File: config.mk
export PLATFORM = sky130hd
export DESIGN_NAME = button_reader_flat
export DESIGN_NICKNAME = d
export VERILOG_FILES = /design/src/rtl/button_reader_if.sv /design/src/rtl/button_reader.sv /design/src/flat_wrapper.sv
export SDC_FILE = /design/constraint.sdc
export NUM_CORES = 1
export LEC_CHECK = 0
export ABC_AREA = 1
export BUFFER_PORTS_ARGS = -buffer_cell sky130_fd_sc_hd__buf_2
export CORE_AREA = 3 3 87 89
export DETAILED_ROUTE_END_ITERATION = 12
export DIE_AREA = 0 0 90 92
export PLACE_DENSITY = 0.45
export SLEW_MARGIN = 20
export SYNTH_ARGS = -nofsm -noshare
export SYNTH_HDL_FRONTEND = slang
export SYNTH_SLANG_ARGS = --single-unit
File: constraint.sdc
create_clock -name clk -period 1.8 [get_ports clk]
set_input_delay 0.36 -clock clk [delete_from_list [all_inputs] [get_ports clk]]
set_output_delay 0.36 -clock clk [all_outputs]
set_load 0.02 [all_outputs]
File: src/rtl/button_reader_if.sv
// button_reader_if: raw button pin in; debounced level, strobes and press count out (long_pulse only with BUTTON_READER_LONGPRESS_EN)
interface button_reader_if;
   logic       btn_in;
   logic       btn_level;
   logic       press_pulse;
   logic       release_pulse;
   logic [4:0] press_count;
`ifdef BUTTON_READER_LONGPRESS_EN
   logic       long_pulse;
   modport master (output btn_in, input btn_level, press_pulse, release_pulse, long_pulse, press_count);
   modport slave (input btn_in, output btn_level, press_pulse, release_pulse, long_pulse, press_count);
`else
   modport master (output btn_in, input btn_level, press_pulse, release_pulse, press_count);
   modport slave (input btn_in, output btn_level, press_pulse, release_pulse, press_count);
`endif
endinterface

File: src/rtl/button_reader.sv
// button_reader: synchronised, debounced push button with press/release strobes and a 5-bit press counter; long-press strobe compiled in by BUTTON_READER_LONGPRESS_EN
module button_reader #(
   parameter int DEBOUNCE_CYCLES = 120000,
   parameter int LONG_CYCLES     = 12000000,
   parameter bit ACTIVE_LOW      = 1'b1
) (
   input logic            clk,
   input logic            rst_n,
   button_reader_if.slave bus
);
`ifdef BUTTON_READER_LONGPRESS_EN
   localparam int MAXC = (DEBOUNCE_CYCLES > LONG_CYCLES) ? DEBOUNCE_CYCLES : LONG_CYCLES;
`else
   localparam int MAXC = DEBOUNCE_CYCLES;
`endif
   localparam int CW = $clog2(MAXC + 1);
   localparam logic [CW-1:0] DB_LAST = CW'(DEBOUNCE_CYCLES - 1);
`ifdef BUTTON_READER_LONGPRESS_EN
   localparam logic [CW-1:0] LONG_V    = CW'(LONG_CYCLES);
   localparam logic [CW-1:0] LONG_LAST = CW'(LONG_CYCLES - 1);
`endif
   typedef enum logic [1:0] {RELEASED, PRESS_WAIT, PRESSED, RELEASE_WAIT} state_t;
   state_t        state;
   logic [CW-1:0] cnt;
   logic [1:0]    sync;
   logic          s;
   logic          level;
   logic          press_p;
   logic          release_p;
   logic [4:0]    count;
`ifdef BUTTON_READER_LONGPRESS_EN
   logic          long_p;
   logic          long_done;
   assign bus.long_pulse = long_p;
`endif
   assign s                 = sync[1] ^ ACTIVE_LOW;
   assign bus.btn_level     = level;
   assign bus.press_pulse   = press_p;
   assign bus.release_pulse = release_p;
   assign bus.press_count   = count;

   // two-flop synchroniser, idling at the released pin level
   always_ff @(posedge clk or negedge rst_n)
      if (!rst_n) sync <= {2{ACTIVE_LOW}};
      else        sync <= {sync[0], bus.btn_in};

   // debounce FSM with registered level, strobes and press counter
   always_ff @(posedge clk or negedge rst_n)
      if (!rst_n) begin
         state     <= RELEASED;
         cnt       <= '0;
         level     <= 1'b0;
         press_p   <= 1'b0;
         release_p <= 1'b0;
         count     <= '0;
`ifdef BUTTON_READER_LONGPRESS_EN
         long_p    <= 1'b0;
         long_done <= 1'b0;
`endif
      end else begin
         press_p   <= 1'b0;
         release_p <= 1'b0;
`ifdef BUTTON_READER_LONGPRESS_EN
         long_p    <= 1'b0;
`endif
         case (state)
            RELEASED:
               if (s) begin
                  state <= PRESS_WAIT;
                  cnt   <= CW'(1);
               end
            PRESS_WAIT:
               if (!s) begin
                  state <= RELEASED;
                  cnt   <= '0;
`ifdef BUTTON_READER_LONGPRESS_EN
                  long_done <= 1'b0;
`endif
               end else if (cnt == DB_LAST) begin
                  state   <= PRESSED;
                  cnt     <= '0;
                  level   <= 1'b1;
                  press_p <= 1'b1;
                  count   <= count + 5'd1;
               end else cnt <= cnt + 1'b1;
            PRESSED:
               if (!s) begin
                  state <= RELEASE_WAIT;
                  cnt   <= CW'(1);
               end
`ifdef BUTTON_READER_LONGPRESS_EN
               else begin
                  if (cnt != LONG_V) cnt <= cnt + 1'b1;
                  if (cnt == LONG_LAST && !long_done) begin
                     long_p    <= 1'b1;
                     long_done <= 1'b1;
                  end
               end
`endif
            RELEASE_WAIT:
               if (s) begin
                  state <= PRESSED;
`ifdef BUTTON_READER_LONGPRESS_EN
                  cnt   <= LONG_V;
`else
                  cnt   <= '0;
`endif
               end else if (cnt == DB_LAST) begin
                  state     <= RELEASED;
                  cnt       <= '0;
                  level     <= 1'b0;
                  release_p <= 1'b1;
`ifdef BUTTON_READER_LONGPRESS_EN
                  long_done <= 1'b0;
`endif
               end else cnt <= cnt + 1'b1;
            default: state <= RELEASED;
         endcase
      end
endmodule

File: src/flat_wrapper.sv
// flat-port wrapper written by rule: the top's interface ports become plain ports
module button_reader_flat 
#(
   parameter int DEBOUNCE_CYCLES = 120000,
   parameter int LONG_CYCLES     = 12000000,
   parameter bit ACTIVE_LOW      = 1'b1
)
  (clk, rst_n, bus_btn_in, bus_btn_level, bus_press_pulse, bus_release_pulse, bus_press_count);
  button_reader_if bus_i ();
  input logic clk;
  input logic rst_n;
  input wire logic [$bits(bus_i.btn_in)-1:0] bus_btn_in;
  output wire logic [$bits(bus_i.btn_level)-1:0] bus_btn_level;
  output wire logic [$bits(bus_i.press_pulse)-1:0] bus_press_pulse;
  output wire logic [$bits(bus_i.release_pulse)-1:0] bus_release_pulse;
  output wire logic [$bits(bus_i.press_count)-1:0] bus_press_count;
  assign bus_i.btn_in = bus_btn_in;
  assign bus_btn_level = bus_i.btn_level;
  assign bus_press_pulse = bus_i.press_pulse;
  assign bus_release_pulse = bus_i.release_pulse;
  assign bus_press_count = bus_i.press_count;
  button_reader #(.DEBOUNCE_CYCLES(DEBOUNCE_CYCLES), .LONG_CYCLES(LONG_CYCLES), .ACTIVE_LOW(ACTIVE_LOW)) u_core (.clk(clk), .rst_n(rst_n), .bus(bus_i));
endmodule
# --- Word-level counts from Yosys, hierarchy flattened ---
# Index checks and enable logic that the tools add are counted.
word_totals:
  regBits: 29
  in_bits: 3
  out_inout_bits: 8
op_classes:
  add_sub_neg: 2
  n_mux: 23
  reduce_logical: 6
  eq_ne: 12
  bitwise_logic: 1
ops:
  columns: ["operator", "count"]
  rows:
  - ["two-way mux 17 bit", 5]
  - ["one-hot mux 17 bit (4 select lines)", 1]
  - ["adder 17 x 1 -> 17 bit (second input constant)", 1]
  - ["equality test 17 bit (second input constant)", 1]
  - ["two-way mux 2 bit", 6]
  - ["two-way mux 1 bit", 9]
  - ["!= test 2 x 1 -> 1 bit (second input constant)", 4]
  - ["one-hot mux 2 bit (4 select lines)", 1]
  - ["adder 5 x 1 -> 5 bit (second input constant)", 1]
  - ["AND reduction 5 bit", 1]
  - ["equality test 2 bit (second input constant)", 2]
  - ["!= test 2 bit (second input constant)", 2]
  - ["AND reduction 4 bit", 1]
  - ["!= test 3 x 1 -> 1 bit (second input constant)", 1]
  - ["!= test 3 bit (second input constant)", 1]
  - ["AND reduction 3 bit", 1]
  - ["equality test 2 x 1 -> 1 bit (second input constant)", 1]
  - ["zero test 2 bit", 1]
  - ["one-hot mux 1 bit (2 select lines)", 1]
  - ["AND reduction 2 bit", 1]
  - ["nonzero test 2 bit", 1]
  - ["NOT 1 bit", 1]

# --- Logic depth before layout (Yosys ltp) ---
# Gate-level depths: netlist of run 1.
depth:
  depth_word: 4
  ltp_mapped: 10

# --- Least setup slack after synthesis of run 1 ---
# No wires, ideal clock.
synth_timing:
  path_type: "register to register"
  start: "register u_core.cnt[0]"
  end: "register u_core.cnt[15]"
  t_arrival_ns: 1.328
  path_stages_with_launch: 10
  slack_ns: 0.355
  cell_sequence: "dfrtp_1 -> ha_1 -> nand3_2 -> nor2_4 -> nand3_4 -> nand2_4 -> buf_6 -> nor2_1 -> nand2_1 -> nand2_1"
synth_between:
  elab_chain_len: 4
  word_cells_on_any_way: 6
  cone_classes: "1 x add/sub; 1 x eq/ne; 4 x mux"
synth_lines:
  columns: ["item", "line", "source"]
  rows:
  - ["from (decl)", "button_reader.sv:24", "logic [CW-1:0] cnt;"]
  - ["from (signal assigned)", "button_reader.sv:85", "end else cnt <= cnt + 1'b1;"]
  - ["from (signal assigned)", "button_reader.sv:116", "end else cnt <= cnt + 1'b1;"]
  - ["adder 17 x 1 -> 17 bit or equality test 17 bit (tied branches)", null, null]
  - ["two-way mux 17 bit *", "button_reader.sv:79, button_reader.sv:108", null]
  - ["two-way mux 17 bit (on tied branches)", "button_reader.sv:101, button_reader.sv:73", null]
  - ["one-hot mux 17 bit (4 select lines) *", "button_reader.sv:66", "case (state)"]
# Mark *: on every way between the ends. The rest lies on a longest branch, timed or not.
# A chain may end at the register's enable or synchronous reset.

# --- Final worst setup path of run 1 ---
layout_timing:
  start: "register u_core.cnt[1]"
  end: "register u_core.count[0], in the netlist u_core.bus.press_count[0]"
layout_between:
  elab_chain_len: 2
layout_lines:
  columns: ["item", "line", "source"]
  rows:
  - ["equality test 17 bit", "button_reader.sv:79", "end else if (cnt == DB_LAST) begin"]
  - ["AND reduction 3 bit (no source line)", null, null]
  - ["to (signal assigned)", "button_reader.sv:84", "count <= count + 5'd1;"]
  - ["to (decl)", "button_reader.sv:30", "logic [4:0] count;"]
# Every way passes these cells.

==> results of run 1 <==
[final cells by class]
cell class              instances  area [um2]
fillers                       781        4860
multi-input cells             169         851
flip-flops and latches         29         728
well taps                      96         120
inverters                      28         105
repair buffers                 13        85.1
clock buffers                   6        72.6
clock inverters                 2        10.0
[final timing paths]
| check | start | to | slack (ps) |
|---|---|---|---|
| worst min-delay path | rst_n | u_core.bus.press_count[3] | 110 |
| worst max-delay path | u_core.cnt[1] | u_core.bus.press_count[0] | 240 |
| max in group asynchronous | rst_n | u_core.cnt[4] | 1240 |
| min in group clk | bus_btn_in | u_core.sync[0] | 180 |
| worst max register to register | u_core.cnt[1] | u_core.bus.press_count[0] | 240 |
| worst min register to register | u_core.sync[0] | u_core.sync[1] | 360 |
[cell families (layout without fill, tap and decap cells)]
logic type	Yosys count	in the layout	share of synthesized area (%)
xor gates and xnor gates	7	7	3.59
buffers and inverters	31	49	7.55
DFF	29	29	42.6
adders and majority gates	2	2	1.46
AOI/OAI and AO/OA	18	18	5.71
and+or+nand+nor	142	142	39.0
[cells in the final DEF, fill, tap and decap left out, types with 3 or more instances in the layout]
master                     instances
sky130_fd_sc_hd__buf_2            10
sky130_fd_sc_hd__clkbuf_8          5
sky130_fd_sc_hd__dfrtp_1          27
sky130_fd_sc_hd__inv_1            27
sky130_fd_sc_hd__nand2_1          76
sky130_fd_sc_hd__nand2_2           3
sky130_fd_sc_hd__nand3_1           7
sky130_fd_sc_hd__nand4_1           8
sky130_fd_sc_hd__nor2_1           32
sky130_fd_sc_hd__nor2_4            3
sky130_fd_sc_hd__nor3_1            3
sky130_fd_sc_hd__o21ai_0          11
sky130_fd_sc_hd__o22ai_1           4
sky130_fd_sc_hd__xnor2_1           3
sky130_fd_sc_hd__xor2_1            4
[registers in the layout, indices dropped and copies added, names as in the netlist, named ones only]
name and count:
u_core.state 1, u_core.sync 2, u_core.bus.press_count 5, u_core.bus.press_pulse 1, u_core.bus.release_pulse 1, u_core.cnt 17, u_core.bus.btn_level 1
[metal layers]
layer	up-vias	global-route usage, %
met5	-	0
met4	0	3.83
met3	4	2.21
met2	11	15.7
met1	636	12.9
li1	753	-
[critical path, cell delays in order, from the launching register on]
cell	delay (ps)
sky130_fd_sc_hd__dfrtp_1	360
sky130_fd_sc_hd__ha_1	220
sky130_fd_sc_hd__nand2_1	70
sky130_fd_sc_hd__nor2_1	160
sky130_fd_sc_hd__nand4_1	120
sky130_fd_sc_hd__nor2_2	240
sky130_fd_sc_hd__nand3_2	160
sky130_fd_sc_hd__nand2_1	90
sky130_fd_sc_hd__nand2_1	50
[power by group through the flow]
stage / logic [W] / registers (W) / clock network, W
3_5_place_dp: 0.0000843 / 0.000686 / 0
3_3_place_gp: 0.0000835 / 0.000685 / 0
4_1_cts: 0.0000848 / 0.000673 / 0.000552
6_report: 0.0000812 / 0.000674 / 0.000525
2_1_floorplan: 0.0000434 / 0.000686 / 0
5_1_grt: 0.0000946 / 0.000675 / 0.000576
[through the flow]
stage	hold WS, ps	util (%)	power, W	instance area [um2]
after floorplan	64.4	-	0.000730	1710
after global placement	346	27.7	0.000769	1890
after detailed placement	348	27.7	0.000770	1890
after CTS	144	28.9	0.00131	1970
after global routing	169	28.9	0.00135	1970
final	109	28.9	0.00128	1970
==> run_results.csv, run 1 <==
group,metric,value,unit
clocking,clockRootBuffer,"sky130_fd_sc_hd__clkbuf_8",
placed_design,gp_congestion,0.822,
floorplanning,io_pins,11,
placed_design,portBuffers,10,
synth,synthMostInstantiatedCell,"sky130_fd_sc_hd__nand2_1",
synth,ys_ff_latch,29,
sta,setup_violations,0,
clocking,cts-hold-fix-buffers,0,
synth,number_of_enable_type_register_cells_in_the_synthesized_netlist,0,
synth,synth.yosys.seq_area_share,42.6,%
final_layout,post_route_cells_drive_above_1_share,15.0,%
clocking,clk_pin_slew_worst_paths,70,ps
route,drt_first_pass_iters,4,
clocking,htreeDepth,2,
sta,timing.final.max_slew_violations,0,
pwr,netSwitchingPower,0.000320,W
synth,synth_top_cells_by_area,"sky130_fd_sc_hd__dfrtp_1, sky130_fd_sc_hd__nand2_1, sky130_fd_sc_hd__nor2_1",
route,route.detailed.wl_per_inst,11.1,um
sta,rsz_0062_raised_after_global_routing,"false",
pwr,share_clk_of_total_power,41.0,%
grt,grt_max_degree,30,
pwr,power_leakage,0.936,nW
clocking,cts_setup_buffers,0,
sta,period_minus_slack,1560,ps
grt,grt_util_all_layers,9.83,%
critical_path,critical_path.startpoint_type,"flop",
critical_path,critPathArrivalTime,1750,ps
critical_path,critPathCaptureType,"flop",
sta,slew_headroom,54.2,%
final_layout,flow.area_growth_from_synthesis,15.5,%
synth,synthesis.instances,229,
pwr,p_seq_share,52.6,%
sta,hold_violations,0,
sta,final.setup.tns,0,ps
route,route.vias.total,1404,
pwr,vdd.ir_drop.worst,0.193,mV
pwr,power_report.internal_total,0.000960,W
final_layout,num_antenna_cells,0,
floorplanning,die_area,8280,um2
grt,wire_length_of_the_first_global_routing_pass,6.53,mm
grt,grt_pass1_vias,1351,
route,drc_errors,0,
critical_path,worst-r2r-cell-count,8,
floorplanning,dieWidth,90,um
clocking,tritoncts_buffer_count,5,
sta,layout_worst_path_cycle_share,86.9,%
pwr,power_density,649,nW/um2
pwr,switching_part_of_the_total_power,25.0,%
sta,fin_ws,236,ps
synth,synthDistinctLibCells,28,
run,max_cap_violations,0,
worst_hold_path,kind_of_path_behind_the_tightest_hold_check,"primary input to asynchronous set/reset pin",
synth,ys_top_cells_by_count,"sky130_fd_sc_hd__nand2_1, sky130_fd_sc_hd__nor2_1, sky130_fd_sc_hd__dfrtp_1, sky130_fd_sc_hd__inv_1, sky130_fd_sc_hd__o21ai_0",
route,wirelength_met1,1.97,mm
synth,synthArstFlopShare,100,%
grt,antenna_found_initial,0,
grt,overflow,0,
route,drtIter0Drc,72,
floorplanning,die_h,92,um
route,wirelength,3.82,mm
route,topRoutingLayerUsed,"met4",
final_layout,final-instance-count-excl-fill,343,
floorplanning,start_util,25.0,%
critical_path,worst-path-max-fanout,5,
clocking,post_cts_resize_count,0,
sta,worst_pin_slew,687,ps
synth,synthDominantAreaCellType,"sky130_fd_sc_hd__dfrtp_1",
outcome,run_status,"finished, final reports clean",
floorplanning,coreArea,6830,um2
synth,leading_register_cell_type_out_of_synthesis,"sky130_fd_sc_hd__dfrtp_1",
critical_path,cp_class,"flop to flop",
critical_path,data_required_time_at_the_worst_endpoint,1980,ps
synth,synth_top_cell_area_share,39.6,%
final_layout,finish.net_count,251,
sta,fin_skew,9.95,ps
synth,synth.net_count,234,
route,routed_via_density,4.09,
placed_design,dp_cells,335,
placed_design,placement.setup.worst_slack,220,ps
route,met2_wirelength,1.72,mm
clocking,clock_path_buffers,2,
synth,synth.avg_cell_area,7.46,um2
clocking,tritoncts_clock_tree,"yes",
clocking,tritoncts_num_sinks,29,
route,routed-wl-met3,83,um
placed_design,hpwlAfterDp,2.87,mm
clocking,clk-insertion-delay-late,290,ps
synth,post_synth_design_cell_area,1710,um2
floorplanning,fp-row-count,30,
pwr,combPwrFrac,6.3,%
sta,timing.fmax,639,MHz
route,drt.antenna.violating_nets,0,
synth,yosysWarningCount,0,
Note: power is estimated with default switching activity, not from simulation.
==> run 2: changes to the inputs <==
--- a/config.mk
+++ b/config.mk
@@ -7,9 +7,9 @@
 export LEC_CHECK = 0
 export ABC_AREA = 1
 export BUFFER_PORTS_ARGS = -buffer_cell sky130_fd_sc_hd__buf_2
-export CORE_AREA = 3 3 87 89
+export CORE_AREA = 3 3 111 71
 export DETAILED_ROUTE_END_ITERATION = 12
-export DIE_AREA = 0 0 90 92
+export DIE_AREA = 0 0 114 74
 export PLACE_DENSITY = 0.45
 export SLEW_MARGIN = 20
 export SYNTH_ARGS = -nofsm -noshare
==> run 2 against run 1 <==
Global-route usage rose by 0.63 points. Routed wire length rose by 5.5%. Highest routed layer is now met3. Clock skew fell by 6.5 ps. Via count rose by 2.2%. Total power rose by 24%.
==> run_results.csv, run 2 (synthesized netlist as in run 1, its figures left out) <==
group,metric,value,unit
grt,antenna_found_initial,0,
clocking,htreeDepth,2,
grt,wire_length_of_the_first_global_routing_pass,6.70,mm
clocking,tritoncts_clock_tree,"yes",
route,route.detailed.wl_per_inst,11.9,um
clocking,clock_path_buffers,2,
final_layout,flow.area_growth_from_synthesis,18.8,%
pwr,power_density,782,nW/um2
outcome,run_status,"finished, final reports clean",
floorplanning,die_area,8440,um2
grt,grt_util_all_layers,10.5,%
sta,timing.fmax,613,MHz
sta,layout_worst_path_cycle_share,90.6,%
final_layout,regMostFlops,"u_core.cnt",
sta,fin_skew,3.45,ps
run,max_cap_violations,0,
floorplanning,die_h,74,um
placed_design,portBuffers,10,
floorplanning,io_pins,11,
critical_path,critPathCaptureType,"flop",
floorplanning,coreArea,7030,um2
final_layout,mostFrequentLayoutCell,"sky130_fd_sc_hd__nand2_1",
route,drc_errors,0,
grt,grt_max_degree,30,
placed_design,gp_congestion,0.780,
route,route.vias.total,1435,
final_layout,final_cell_mix,"sky130_fd_sc_hd__nand2_1, sky130_fd_sc_hd__nor2_1, sky130_fd_sc_hd__inv_1, sky130_fd_sc_hd__dfrtp_1, sky130_fd_sc_hd__o21ai_0",
clocking,cts-hold-fix-buffers,0,
route,drt_first_pass_iters,4,
sta,hold_violations,0,
sta,worst_pin_slew,675,ps
final_layout,post_route_cells_drive_above_1_share,14.6,%
route,routed_via_density,4.25,
final_layout,final_core_util,28.9,%
pwr,power_leakage,0.963,nW
pwr,fin_total_pwr,0.00159,W
route,drtIter0Drc,87,
sta,timing.final.max_slew_violations,0,
critical_path,cp_class,"flop to flop",
final_layout,largest_register_ffs,17,
floorplanning,start_util,24.3,%
clocking,clk_pin_slew_worst_paths,50,ps
worst_hold_path,kind_of_path_behind_the_tightest_hold_check,"primary input to asynchronous set/reset pin",
clocking,clockRootBuffer,"sky130_fd_sc_hd__clkbuf_16",
floorplanning,fp-row-count,24,
sta,final.setup.tns,0,ps
final_layout,finish.net_count,251,
route,wirelength,4.03,mm
route,drt.antenna.violating_nets,0,
critical_path,critPathArrivalTime,1790,ps
critical_path,worst-path-max-fanout,5,
grt,overflow,0,
final_layout,num_antenna_cells,0,
critical_path,data_required_time_at_the_worst_endpoint,1960,ps
sta,rsz_0062_raised_after_global_routing,"false",
grt,grt_pass1_vias,1280,
sta,slew_headroom,55.0,%
sta,period_minus_slack,1630,ps
placed_design,hpwlAfterDp,3.07,mm
clocking,clk-insertion-delay-late,270,ps
sta,setup_violations,0,
clocking,cts_setup_buffers,0,
floorplanning,dieWidth,114,um
sta,fin_hold_ws,126,ps
critical_path,critical_path.startpoint_type,"flop",
pwr,vdd.ir_drop.worst,0.350,mV
clocking,tritoncts_buffer_count,5,
clocking,tritoncts_num_sinks,29,
clocking,post_cts_resize_count,0,
==> run 2: where the power goes <==
| part | internal, W | total (W) | switching (W) |
|---|---|---|---|
| sequential | 0.000666 | 0.000675 | 0.00000880 |
| clock | 0.000550 | 0.000826 | 0.000276 |
| combinational | 0.0000286 | 0.0000859 | 0.0000573 |
==> run 2: cell type report <==
class,count,area (um2)
clock buffer,8,146
fill,809,5000
inverter,28,105
multi-input combinational,169,851
sequential,29,728
tap,91,114
timing repair buffer,13,85.1
==> run 2: metal layers <==
layer / part of all wire, % / track usage [%] / vias up
met5: 0 / 0 / -
met4: 0 / 2.50 / 0
met3: 5.8 / 3.09 / 0
met2: 35 / 11.6 / 27
met1: 59 / 18.1 / 652
li1: - / - / 756
==> run 2: stage by stage <==
step | std cells | area (um2) | setup slack (ps)
floorplan | 229 | 1710 | 355
CTS | 338 | 2030 | 145
finish | 338 | 2030 | 170
detailed placement | 330 | 1880 | 142
global placement | 330 | 1880 | 141
global route | 338 | 2030 | 14.0
==> run 2: critical path, stage by stage (launching register included) <==
cell and delay [ps]:
sky130_fd_sc_hd__dfrtp_1 360, sky130_fd_sc_hd__ha_1 220, sky130_fd_sc_hd__nand2_1 70, sky130_fd_sc_hd__nor2_1 160, sky130_fd_sc_hd__nand4_1 150, sky130_fd_sc_hd__nor2_2 260
sky130_fd_sc_hd__nand3_2 160, sky130_fd_sc_hd__nand2_1 100, sky130_fd_sc_hd__nand2_1 50
==> run 2: worst paths after layout <==
check	depth (start not counted)	to	slack, ps	from
max reg2reg	8	u_core.bus.press_count[1]	170	u_core.cnt[1]
min in group clk	1	u_core.sync[0]	200	bus_btn_in
min reg2reg	0	u_core.sync[1]	360	u_core.sync[0]
max in group asynchronous	1	u_core.cnt[3]	1240	rst_n
max	8	u_core.bus.press_count[1]	170	u_core.cnt[1]
min	1	u_core.cnt[12]	130	rst_n
